## src/rtl/bf16_seq_divider.sv

```systemverilog
// BF16 sequential divider: special operands resolve in one edge; normal operands use a
// 10-step restoring divide followed by one round-to-nearest-even step.
// Optional feature macro: BF16_DIV_BY_ZERO_FLAG_EN adds the div_by_zero output.
module bf16_seq_divider (
   input  logic        clk,
   input  logic        rst_n,
   input  logic        start,
   input  logic [15:0] num_1,
   input  logic [15:0] num_2,
   output logic        busy,
   output logic        done,
   output logic [15:0] result,
   output logic        zero,
   output logic        underflow,
   output logic        overflow,
   output logic        q_nan,
   output logic        s_nan,
   output logic        positive_inf,
   output logic        negative_inf
`ifdef BF16_DIV_BY_ZERO_FLAG_EN
   ,
   output logic        div_by_zero
`endif
);

   typedef enum logic [1:0] {
      S_IDLE   = 2'd0,
      S_DIVIDE = 2'd1,
      S_ROUND  = 2'd2,
      S_DONE   = 2'd3
   } state_t;

   localparam int F_ZERO = 6;
   localparam int F_UNFL = 5;
   localparam int F_OVFL = 4;
   localparam int F_QNAN = 3;
   localparam int F_SNAN = 2;
   localparam int F_PINF = 1;
   localparam int F_NINF = 0;

   state_t             state_q, state_d;
   logic               busy_q, busy_d;
   logic               done_q, done_d;
   logic [15:0]        result_q, result_d;
   logic [6:0]         flags_q, flags_d;
   logic               sign_q, sign_d;
   logic signed [9:0]  exp_q, exp_d;
   logic [7:0]         divisor_q, divisor_d;
   logic [9:0]         rem_q, rem_d;
   logic [9:0]         quo_q, quo_d;
   logic [3:0]         cnt_q, cnt_d;
   logic [15:0]        stage_res_q, stage_res_d;
   logic [6:0]         stage_flags_q, stage_flags_d;
`ifdef BF16_DIV_BY_ZERO_FLAG_EN
   logic               dbz_q, dbz_d;
   logic               stage_dbz_q, stage_dbz_d;
   logic               spec_dbz_s;
`endif

   logic               op_sign_s;
   logic               zero1_s, zero2_s, inf1_s, inf2_s;
   logic               nan1_s, nan2_s, snan1_s, snan2_s;
   logic               op_special_s;
   logic [15:0]        spec_res_s;
   logic [6:0]         spec_flags_s;
   logic               rem_ge_s;
   logic [7:0]         mant_pre_s;
   logic               guard_s, sticky_s;
   logic [8:0]         mant_sum_s;
   logic [6:0]         mant_fin_s;
   logic signed [9:0]  exp_adj_s, exp_fin_s;
   logic [15:0]        rnd_res_s;
   logic [6:0]         rnd_flags_s;

   // Subnormals (exp = 0) count as zero; exp = FF splits into inf / quiet / signalling NaN.
   assign op_sign_s = num_1[15] ^ num_2[15];
   assign zero1_s   = (num_1[14:7] == 8'h00);
   assign zero2_s   = (num_2[14:7] == 8'h00);
   assign inf1_s    = (num_1[14:7] == 8'hFF) && (num_1[6:0] == 7'h00);
   assign inf2_s    = (num_2[14:7] == 8'hFF) && (num_2[6:0] == 7'h00);
   assign nan1_s    = (num_1[14:7] == 8'hFF) && (num_1[6:0] != 7'h00);
   assign nan2_s    = (num_2[14:7] == 8'hFF) && (num_2[6:0] != 7'h00);
   assign snan1_s   = nan1_s && !num_1[6];
   assign snan2_s   = nan2_s && !num_2[6];
   assign rem_ge_s  = (rem_q >= {2'b00, divisor_q});

   // Special-operand resolution, evaluated on the raw inputs while idle.
   always_comb begin
      spec_res_s   = 16'h0000;
      spec_flags_s = 7'b0000000;
      op_special_s = 1'b1;
`ifdef BF16_DIV_BY_ZERO_FLAG_EN
      spec_dbz_s   = 1'b0;
`endif
      if (snan1_s || snan2_s) begin
         spec_res_s           = 16'h7FC0;
         spec_flags_s[F_SNAN] = 1'b1;
      end else if (nan1_s || nan2_s || (zero1_s && zero2_s) || (inf1_s && inf2_s)) begin
         spec_res_s           = 16'h7FC0;
         spec_flags_s[F_QNAN] = 1'b1;
      end else if (zero2_s || inf1_s) begin
         spec_res_s = {op_sign_s, 8'hFF, 7'h00};
         if (op_sign_s) begin
            spec_flags_s[F_NINF] = 1'b1;
         end else begin
            spec_flags_s[F_PINF] = 1'b1;
         end
`ifdef BF16_DIV_BY_ZERO_FLAG_EN
         spec_dbz_s = !inf1_s;
`endif
      end else if (zero1_s || inf2_s) begin
         spec_res_s           = {op_sign_s, 15'h0000};
         spec_flags_s[F_ZERO] = 1'b1;
      end else begin
         op_special_s = 1'b0;
      end
   end

   // Normalise, round to nearest even, then range-check the final exponent.
   always_comb begin
      if (quo_q[9]) begin
         mant_pre_s = quo_q[9:2];
         guard_s    = quo_q[1];
         sticky_s   = quo_q[0] | (rem_q != 10'd0);
         exp_adj_s  = exp_q;
      end else begin
         mant_pre_s = quo_q[8:1];
         guard_s    = quo_q[0];
         sticky_s   = (rem_q != 10'd0);
         exp_adj_s  = exp_q - 10'sd1;
      end
      mant_sum_s = {1'b0, mant_pre_s} + {8'd0, guard_s & (sticky_s | mant_pre_s[0])};
      if (mant_sum_s[8]) begin
         mant_fin_s = mant_sum_s[7:1];
         exp_fin_s  = exp_adj_s + 10'sd1;
      end else begin
         mant_fin_s = mant_sum_s[6:0];
         exp_fin_s  = exp_adj_s;
      end
      rnd_flags_s = 7'b0000000;
      if (exp_fin_s >= 10'sd255) begin
         rnd_res_s           = {sign_q, 8'hFF, 7'h00};
         rnd_flags_s[F_OVFL] = 1'b1;
         if (sign_q) begin
            rnd_flags_s[F_NINF] = 1'b1;
         end else begin
            rnd_flags_s[F_PINF] = 1'b1;
         end
      end else if (exp_fin_s <= 10'sd0) begin
         rnd_res_s           = {sign_q, 15'h0000};
         rnd_flags_s[F_ZERO] = 1'b1;
         rnd_flags_s[F_UNFL] = 1'b1;
      end else begin
         rnd_res_s = {sign_q, exp_fin_s[7:0], mant_fin_s};
      end
   end

   // FSM next-state and datapath updates.
   always_comb begin
      state_d       = state_q;
      busy_d        = busy_q;
      done_d        = 1'b0;
      result_d      = result_q;
      flags_d       = flags_q;
      sign_d        = sign_q;
      exp_d         = exp_q;
      divisor_d     = divisor_q;
      rem_d         = rem_q;
      quo_d         = quo_q;
      cnt_d         = cnt_q;
      stage_res_d   = stage_res_q;
      stage_flags_d = stage_flags_q;
`ifdef BF16_DIV_BY_ZERO_FLAG_EN
      dbz_d         = dbz_q;
      stage_dbz_d   = stage_dbz_q;
`endif
      case (state_q)
         S_IDLE: begin
            if (start) begin
               busy_d  = 1'b1;
               flags_d = 7'b0000000;
               sign_d  = op_sign_s;
`ifdef BF16_DIV_BY_ZERO_FLAG_EN
               dbz_d       = 1'b0;
               stage_dbz_d = spec_dbz_s;
`endif
               if (op_special_s) begin
                  stage_res_d   = spec_res_s;
                  stage_flags_d = spec_flags_s;
                  state_d       = S_DONE;
               end else begin
                  exp_d     = $signed({2'b00, num_1[14:7]}) - $signed({2'b00, num_2[14:7]}) + 10'sd127;
                  divisor_d = {1'b1, num_2[6:0]};
                  rem_d     = {3'b001, num_1[6:0]};
                  quo_d     = 10'd0;
                  cnt_d     = 4'd0;
                  state_d   = S_DIVIDE;
               end
            end else begin
               state_d = S_IDLE;
            end
         end
         S_DIVIDE: begin
            rem_d = (rem_ge_s ? (rem_q - {2'b00, divisor_q}) : rem_q) << 1;
            quo_d = {quo_q[8:0], rem_ge_s};
            cnt_d = cnt_q + 4'd1;
            if (cnt_q == 4'd9) begin
               state_d = S_ROUND;
            end else begin
               state_d = S_DIVIDE;
            end
         end
         S_ROUND: begin
            stage_res_d   = rnd_res_s;
            stage_flags_d = rnd_flags_s;
            state_d       = S_DONE;
         end
         S_DONE: begin
            result_d = stage_res_q;
            flags_d  = stage_flags_q;
`ifdef BF16_DIV_BY_ZERO_FLAG_EN
            dbz_d    = stage_dbz_q;
`endif
            done_d   = 1'b1;
            busy_d   = 1'b0;
            state_d  = S_IDLE;
         end
         default: begin
            busy_d  = 1'b0;
            state_d = S_IDLE;
         end
      endcase
   end

   // State and output registers.
   always_ff @(posedge clk or negedge rst_n) begin
      if (!rst_n) begin
         state_q       <= S_IDLE;
         busy_q        <= 1'b0;
         done_q        <= 1'b0;
         result_q      <= 16'h0000;
         flags_q       <= 7'b0000000;
         sign_q        <= 1'b0;
         exp_q         <= 10'sd0;
         divisor_q     <= 8'd0;
         rem_q         <= 10'd0;
         quo_q         <= 10'd0;
         cnt_q         <= 4'd0;
         stage_res_q   <= 16'h0000;
         stage_flags_q <= 7'b0000000;
`ifdef BF16_DIV_BY_ZERO_FLAG_EN
         dbz_q         <= 1'b0;
         stage_dbz_q   <= 1'b0;
`endif
      end else begin
         state_q       <= state_d;
         busy_q        <= busy_d;
         done_q        <= done_d;
         result_q      <= result_d;
         flags_q       <= flags_d;
         sign_q        <= sign_d;
         exp_q         <= exp_d;
         divisor_q     <= divisor_d;
         rem_q         <= rem_d;
         quo_q         <= quo_d;
         cnt_q         <= cnt_d;
         stage_res_q   <= stage_res_d;
         stage_flags_q <= stage_flags_d;
`ifdef BF16_DIV_BY_ZERO_FLAG_EN
         dbz_q         <= dbz_d;
         stage_dbz_q   <= stage_dbz_d;
`endif
      end
   end

   assign busy         = busy_q;
   assign done         = done_q;
   assign result       = result_q;
   assign zero         = flags_q[F_ZERO];
   assign underflow    = flags_q[F_UNFL];
   assign overflow     = flags_q[F_OVFL];
   assign q_nan        = flags_q[F_QNAN];
   assign s_nan        = flags_q[F_SNAN];
   assign positive_inf = flags_q[F_PINF];
   assign negative_inf = flags_q[F_NINF];
`ifdef BF16_DIV_BY_ZERO_FLAG_EN
   assign div_by_zero  = dbz_q;
`endif

endmodule

```

## config.mk

```make
export PLATFORM = sky130hd
export DESIGN_NAME = bf16_seq_divider
export DESIGN_NICKNAME = d
export VERILOG_FILES = /design/src/rtl/bf16_seq_divider.sv
export SDC_FILE = /design/constraint.sdc
export NUM_CORES = 1
export LEC_CHECK = 0
export CAP_MARGIN = 20
export CORE_ASPECT_RATIO = 1.2
export CORE_UTILIZATION = 52
export CTS_CLUSTER_DIAMETER = 80
export DETAILED_ROUTE_END_ITERATION = 10
export HOLD_SLACK_MARGIN = 0.06
export PLACE_DENSITY = 0.77
export SYNTH_ARGS = -nofsm -noshare
export SYNTH_HDL_FRONTEND = slang
export SYNTH_SLANG_ARGS = --single-unit
```

## constraint.sdc

```tcl
create_clock -name clk -period 3.63 [get_ports clk]
set_clock_uncertainty 0.05 [all_clocks]
set_input_delay 0.5445 -clock clk [delete_from_list [all_inputs] [get_ports clk]]
set_output_delay 0.5445 -clock clk [all_outputs]
set_load 0.02 [all_outputs]
```

* After elaboration in Yosys (flattened, before gate mapping)
Cells that the tools add are included.
** Storage, ports and cells
- Memories kept :: 0
- Bits in writable memories :: 0
- Register bits after elaboration :: 93
- Latch bits :: 0
- Output and inout port bits :: 25
- Memory bits (read-only) :: 0
- Input bits :: 35
** Operators by class
- Eq/ne operators :: 9
- Reduce and logical (&&, ||, !) cells :: 32
- Muxes and demuxes :: 58
- Multipliers :: 0
- Add/subtract/negate cells :: 7
- Bitwise logic cells :: 5
- Magnitude comparators :: 3
- Div/mod/pow operators :: 0
- Shifts and indexed selects :: 0
** Operators by type and width (count)
- 16-bit two-way mux :: 6
- 10-bit two-way mux :: 6
- 10-bit one-hot mux with 2 select lines :: 2
- 16-bit one-hot mux with 2 select lines :: 1
- 15-bit two-way mux :: 2
- 7-bit two-way mux :: 4
- 7-bit one-hot mux with 2 select lines :: 2
- 1-bit two-way mux :: 19
- 2-bit two-way mux :: 9
- 8-bit equality test (second input constant) :: 2
- 8-bit logical NOT :: 2
- 7-bit logical NOT :: 2
- 7-bit nonzero test :: 2
- 10-bit by 2-bit adder with 10-bit output (second input constant) :: 1
- 9-bit by 8-bit adder with 10-bit output (second input constant) :: 1
- 10-bit by 8-bit greater-or-equal comparator with 1-bit output :: 1
- 10-bit by 9-bit greater-or-equal comparator with 1-bit output (second input constant) :: 1
- 10-bit by 1-bit <= comparator with 1-bit output (second input constant) :: 1
- 10-bit nonzero test :: 1
- 10-bit by 2-bit subtractor with 10-bit output (second input constant) :: 1
- 8-bit by 1-bit adder with 9-bit output :: 1
- 9-bit two-way mux :: 1
- 3-bit AND reduction :: 3
- 8-bit by 8-bit subtractor with 9-bit output :: 1
- other kinds (21) :: 42

* Longest topological paths before layout
- Depth in word-level cells :: 11
- Gate-level depth with buffers :: 14
- Gate-level depth less buffers :: 12

* Worst setup path after synthesis
No wires, ideal clock.
- Path kind :: reg2reg
- Start point :: register exp_q[0]
- End point :: register stage_res_q[3]
- Library setup time :: 0.068 ns
- Arrival :: 3.605 ns
- Stages on the path, launching flop included :: 13
- Slack :: -0.093 ns
- Path buffers :: 1
- Data required time :: 3.512 ns
- Cells stage by stage :: dfrtp_1 -> buf_1 -> inv_1 -> ha_1 -> o21ai_0 -> ha_1 -> or4b_4 -> a211o_1 -> o32ai_1 -> xor2_1 -> o21bai_4 -> a311oi_4 -> a32o_1
** On the way
- Cells in the longest elaborated chain, start to end :: 8
- Elaborated cells between the ends (all ways) :: 9
- Those cells by class :: add/sub (2); order compare (2); mux (5)
** RTL lines
- start, declared :: line 47 : logic signed [9:0] exp_q, exp_d;
- start signal, assigned :: line 262 : exp_q <= exp_d;
- 10-bit by 2-bit subtractor with 10-bit output :: line 130 : exp_adj_s = exp_q - 10'sd1;
- 10-bit two-way mux (*) :: line 121 : if (quo_q[9]) begin
- 10-bit by 2-bit adder with 10-bit output :: line 135 : exp_fin_s = exp_adj_s + 10'sd1;
- 10-bit two-way mux (*) :: line 133 : if (mant_sum_s[8]) begin
- 10-bit by 1-bit <= comparator with 1-bit output :: line 149 : end else if (exp_fin_s <= 10'sd0) begin
- 15-bit two-way mux :: line 149
- 15-bit two-way mux (*) :: line 141 : if (exp_fin_s >= 10'sd255) begin
- 16-bit one-hot mux with 2 select lines (*) :: line 177 : case (state_q)
- end signal, assigned :: line 267 : stage_res_q <= stage_res_d;
- end, declared :: line 52 : logic [15:0] stage_res_q, stage_res_d;
Mark *: on every way between the ends. The rest lies on a longest branch, timed or not.
A chain may end at the register's enable or synchronous reset.

* Worst setup path after layout
- Start point :: register quo_q[9]
- End point :: register stage_res_q[3]
** On the way
- Cells in the longest elaborated chain, start to end :: 9
- Elaborated cells between the ends (all ways) :: 15
- Those cells by class :: add/sub (2); order compare (2); mux (9); bitwise (2)
** RTL lines
- start, declared :: line 50 : logic [9:0] quo_q, quo_d;
- start signal, assigned :: line 265 : quo_q <= quo_d;
- 1-bit two-way mux / 8-bit two-way mux (equally long branches) :: line 121
- 1-bit OR :: line 132 : mant_sum_s = {1'b0, mant_pre_s} + {8'd0, guard_s & (sticky_s | mant_pre_s[0])};
- 1-bit bitwise AND :: line 132
- 8-bit by 1-bit adder with 9-bit output :: line 132
- 10-bit two-way mux :: line 133
- 10-bit by 1-bit <= comparator with 1-bit output :: line 149
- 15-bit two-way mux :: line 149
- 15-bit two-way mux (*) :: line 141
- 16-bit one-hot mux with 2 select lines (*) :: line 177
Marks and branches as above.

==> run summary <==
Entering global routing, the biggest net connects 66 pins. The synthesized netlist occupies a cell area of 5808 um^2. The final layout contains 754 nets. Headroom to the max-slew limit came out at 37.09%. Of the post-synthesis cell area, the part taken by muxes is 5.773%. The synthesized netlist devotes 5.709% of its cell area to XOR and XNOR gates.

For the buffer levels on the longest clock path, the log shows 2. The min-delay analysis places its worst path in the category in2async. Final core utilization: 65.06%. The length of the first detailed-routing pass in iterations is 10, and the post-detailed-routing wire length is 13180 um.

The net switching fraction of the power works out to 41.81%. The worst register-to-register path ends at stage_res_q[3]. The share of the Yosys chip area taken by registers is 40.07%. The tools report the combined global-route utilization of all metal layers as 23.99%. The CTS H-tree depth is 3, and the mean routed wirelength per cell is 15.90 um. The startpoint of the most critical setup path is quo_q[9].

The top cell types in the final layout, fill and taps aside, are 92 x dfrtp_1, 68 x nand2_1, 58 x clkdlybuf4s50_1. The share of total power dissipated in sequential elements is 32.0%. The growth of design area from synthesis to finish is 19.52%. The run gives 0.35 ns as the insertion delay to the later sink of the worst-skew pair. In the global route stage, met2 resource usage came out at 41.77%.

Fraction of met3 tracks used by global routing: 4.097%. For this design, the sink count on the clock tree is 93. The share of the clock period used by the worst path after layout works out to 94.84%. The total area inside the core boundary comes to 10670 um^2. In this run the horizontal extent of the chip is 98.48 um. The count of final setup violators came out at 0. The tools report the Yosys warning count as 0. The routed layout has 4936 vias. The floorplan has 41 rows. In this run, synthesis inferred 0 flip-flops with an integrated enable.

The worst setup path is captured at a flop. Of all flip-flops after synthesis, the portion carrying an async set or reset was 100.0%. At the end of routability-driven placement, the weighted congestion stood at 0.8735.

The area share of and/or/nand/nor cells after synthesis came out at 18.38%. Cells with a size suffix above 1 make up 10.71% of the layout. 60 I/O pins were placed. Total power for the finished layout comes to 5.907 mW.

Setup slack on the critical path of the routed design comes to 0.1875 ns. The library cell used most frequently in the layout, excluding fill and tap cells, is dfrtp_1. Worst reg-to-reg setup slack: 0.19 ns. The die is 117.8 um tall. The final reports fail on design-rule violations.

The complex-gate fraction of the synthesized area works out to 20.57%. Counting flops and latches in the post-synthesis netlist gives 93. The analysis attributes to cell leakage a power of 2.948 nW.

At the pin with the least slew margin, the transition time is 0.9402 ns. The cell count after synthesis came out at 634. The post-route DRC violation count is 4, and the register clock-pin slew on the reported worst setup and hold paths is 0.06 ns. Worst slack at placement: 0.03942 ns. The share of synthesized cell area in full adder, half adder and majority cells works out to 5.429%.

The number of cell instances on the worst register-to-register path is 11. The placed wire-length estimate is 10060 um. The post-synthesis cell type count came out at 70. The number of CTS-inserted buffers was 9. For the number of antenna violations at the first check in global routing, the log shows 0. Once the floorplan was initialized, standard cells occupied 54.43% of the core. The run gives 0 as the hold violation count in the final report. Power spread over the standard cell area amounts to 851.0 nW/um^2. For the worst setup path, the data arrival time is 3.67 ns. For the hold-fix buffer count after cts, the log shows 0. Dividing the detail-routed via count by the number of cells gives 5.954. The most congested layer reported by global routing was met2. Cell internal power was estimated by the tool at 3.438 mW. The largest single stage delay on the critical path is 0.55 ns. For the combinational cell fraction of total power, the log shows 51.7%.

The maximum ir drop on the vdd rail is 0.4555 mV, and the data required time at the worst endpoint is 3.86 ns. TritonCTS built the clock tree. The final-report max-slew violation count came out at 0. On the final layout, the worst hold slack is 0.2354 ns. The run gives 4823 as the number of global-route vias before repair. The worst setup path is of the reg2reg kind.

The maximum fanout along the worst path works out to 9. Kind of launch point of the worst setup path: a flop. The count of nets left with antenna violations once routing finished came out at 0. In this run the power spent charging and discharging nets is 2.470 mW.

The slowest stage of the critical path belongs to the cell or4b_4. Static timing analysis puts the maximum clock frequency at 0.2905 GHz. The final critical delay including setup and external delays came out at 3.443 ns. The signal on the critical path passes through nor2b_1, o21a_1, ha_1, nand2_1, or4b_4, a211o_1, a211oi_2, xnor2_2, o21bai_4, a311oi_4, a32o_1. After synthesis, the largest family of logic cells by area is compound AO/OA/AOI/OAI gates. The first global-routing pass estimated 22340 um of wire. The tree is rooted in a clkbuf_16. A synthesized cell averages 9.161 um^2. The startpoint identified for the worst register-to-register timing path is quo_q[9]. The met1 usage in global routing was 29.54%. Across the run, the number of max-cap violations was 0. For this run the aggregate overflow at the end of global routing stands at 0. The fill cell instance count of the final layout is 892. The portion of total power attributed to the clock network was 16.3%. Port buffering added 59 buffers. The run gives 387 as the number of violations reported at the end of detailed-routing iteration 0.

The run gives 0 as the final antenna diode count. The flow ran to the end, but the final reports show violations. The floorplan step defined a die boundary enclosing 11600 um^2.

Prevailing post-synth register cell: dfrtp_1. The number of nets in the synthesized netlist is 693.
==> synthesized netlist by cell type, drive strengths merged, types with 3 or more instances <==
library cell  number  area share [%]
a211oi             7             1.1
a21boi             5            0.65
a21o               6            0.78
a21oi             31             2.7
a22o               4            0.60
a22oi              5            0.65
a31oi              3            0.32
a32o               4            0.69
a41o               3            0.52
and2               7            0.75
buf                5            0.39
clkbuf            26             1.7
dfrtp             93              40
ha                22             4.7
inv               31             2.0
mux2              20             3.9
mux2i             11             1.9
nand2             68             4.4
nand2b             7            0.75
nand3             22             1.9
nand4              9            0.97
nor2              40             2.6
nor2b             12             1.3
nor3              12             1.0
nor4              13             1.6
o211a              3            0.52
o211ai             4            0.52
o21a               4            0.52
o21ai             54             4.7
o21bai             3            0.58
o22ai             11             1.2
o31ai              7            0.90
or2                3            0.32
or3                7            0.75
or4                5            0.65
xnor2             25             3.9
xor2              12             1.8
==> state kept, by name (all words and copies together) (netlist names) <==
name and cells:
flags_q 7, done 1, state_q 2, stage_flags_q 7
stage_res_q 16, rem_q 10, result 16, cnt_q 4
exp_q 10, divisor_q 8, sign_q 1, busy 1
quo_q 10
==> power groups by stage <==
stage                     Clock [mW]  Sequential [mW]  Combinational [mW]
final                          0.964             1.89                3.05
after global routing            1.03             1.95                3.39
after CTS                      0.978             1.89                2.99
after detailed placement           0             1.90                2.97
after global placement             0             1.88                2.88
after floorplan                    0             1.88                2.12
==> layer usage <==
| layer | vias up | wire [um] |
|---|---|---|
| met4 | 0 | 276 |
| met1 | 2360 | 5620 |
| met5 | - | 0 |
| met2 | 125 | 6678 |
| met3 | 23 | 607 |
| li1 | 2428 | - |
==> area by class of cell <==
class	count	area [um^2]	area share, %
tap	129	161.4	2.325
timing repair buffer	81	765.7	11.03
clock buffer	10	239.0	3.443
multi-input combinational	479	3261	46.97
clock inverter	6	70.07	1.009
inverter	31	116.4	1.676
sequential	93	2328	33.54
==> critical path, delay by kind of cell (launching register included) <==
family / cells / cell delay, ns
AOI/OAI and AO/OA: 6 / 1.56
xor gates and xnor gates: 1 / 0.22
adders and majority gates: 1 / 0.19
DFF: 1 / 0.47
and+or+nand+nor: 3 / 0.87
==> worst max-delay path by stage <==
stage	to	slack [ns]	cells after the start
global route	stage_res_q[3]	-0.003	11
CTS	stage_res_q[3]	0.02	11
floorplan	stage_res_q[3]	0.07	12
global placement	stage_res_q[3]	0.18	11
finish	stage_res_q[3]	0.19	11
detailed placement	stage_res_q[3]	0.04	11
==> metrics by stage <==
| stage | instances | cell area [um^2] | TNS (ns) |
|---|---|---|---|
| finish | 829 | 6942 | 0 |
| global route | 829 | 6942 | -0.003280 |
| CTS | 826 | 6903 | 0 |
| detailed placement | 810 | 6593 | 0 |
| global placement | 810 | 6593 | 0 |
| floorplan | 634 | 5812 | 0 |
==> cell families (layout without fill, tap and decap cells) <==
| logic type | Yosys count | count (layout) |
|---|---|---|
| DFF | 93 | 93 |
| adders and majority gates | 24 | 24 |
| and+or+nand+nor | 214 | 214 |
| muxes | 31 | 31 |
| buffers and inverters | 62 | 128 |
| AOI/OAI and AO/OA | 173 | 173 |
| xor gates and xnor gates | 37 | 37 |
==> timing repair <==
| item | CTS | global route |
|---|---|---|
| resized for setup | 1 | 3 |
| buffers inserted | 0 | 3 |
| setup endpoints to repair | 3 | 12 |
| pin swaps | 0 | 2 |
No activity file was read; power rests on OpenSTA's default activity.
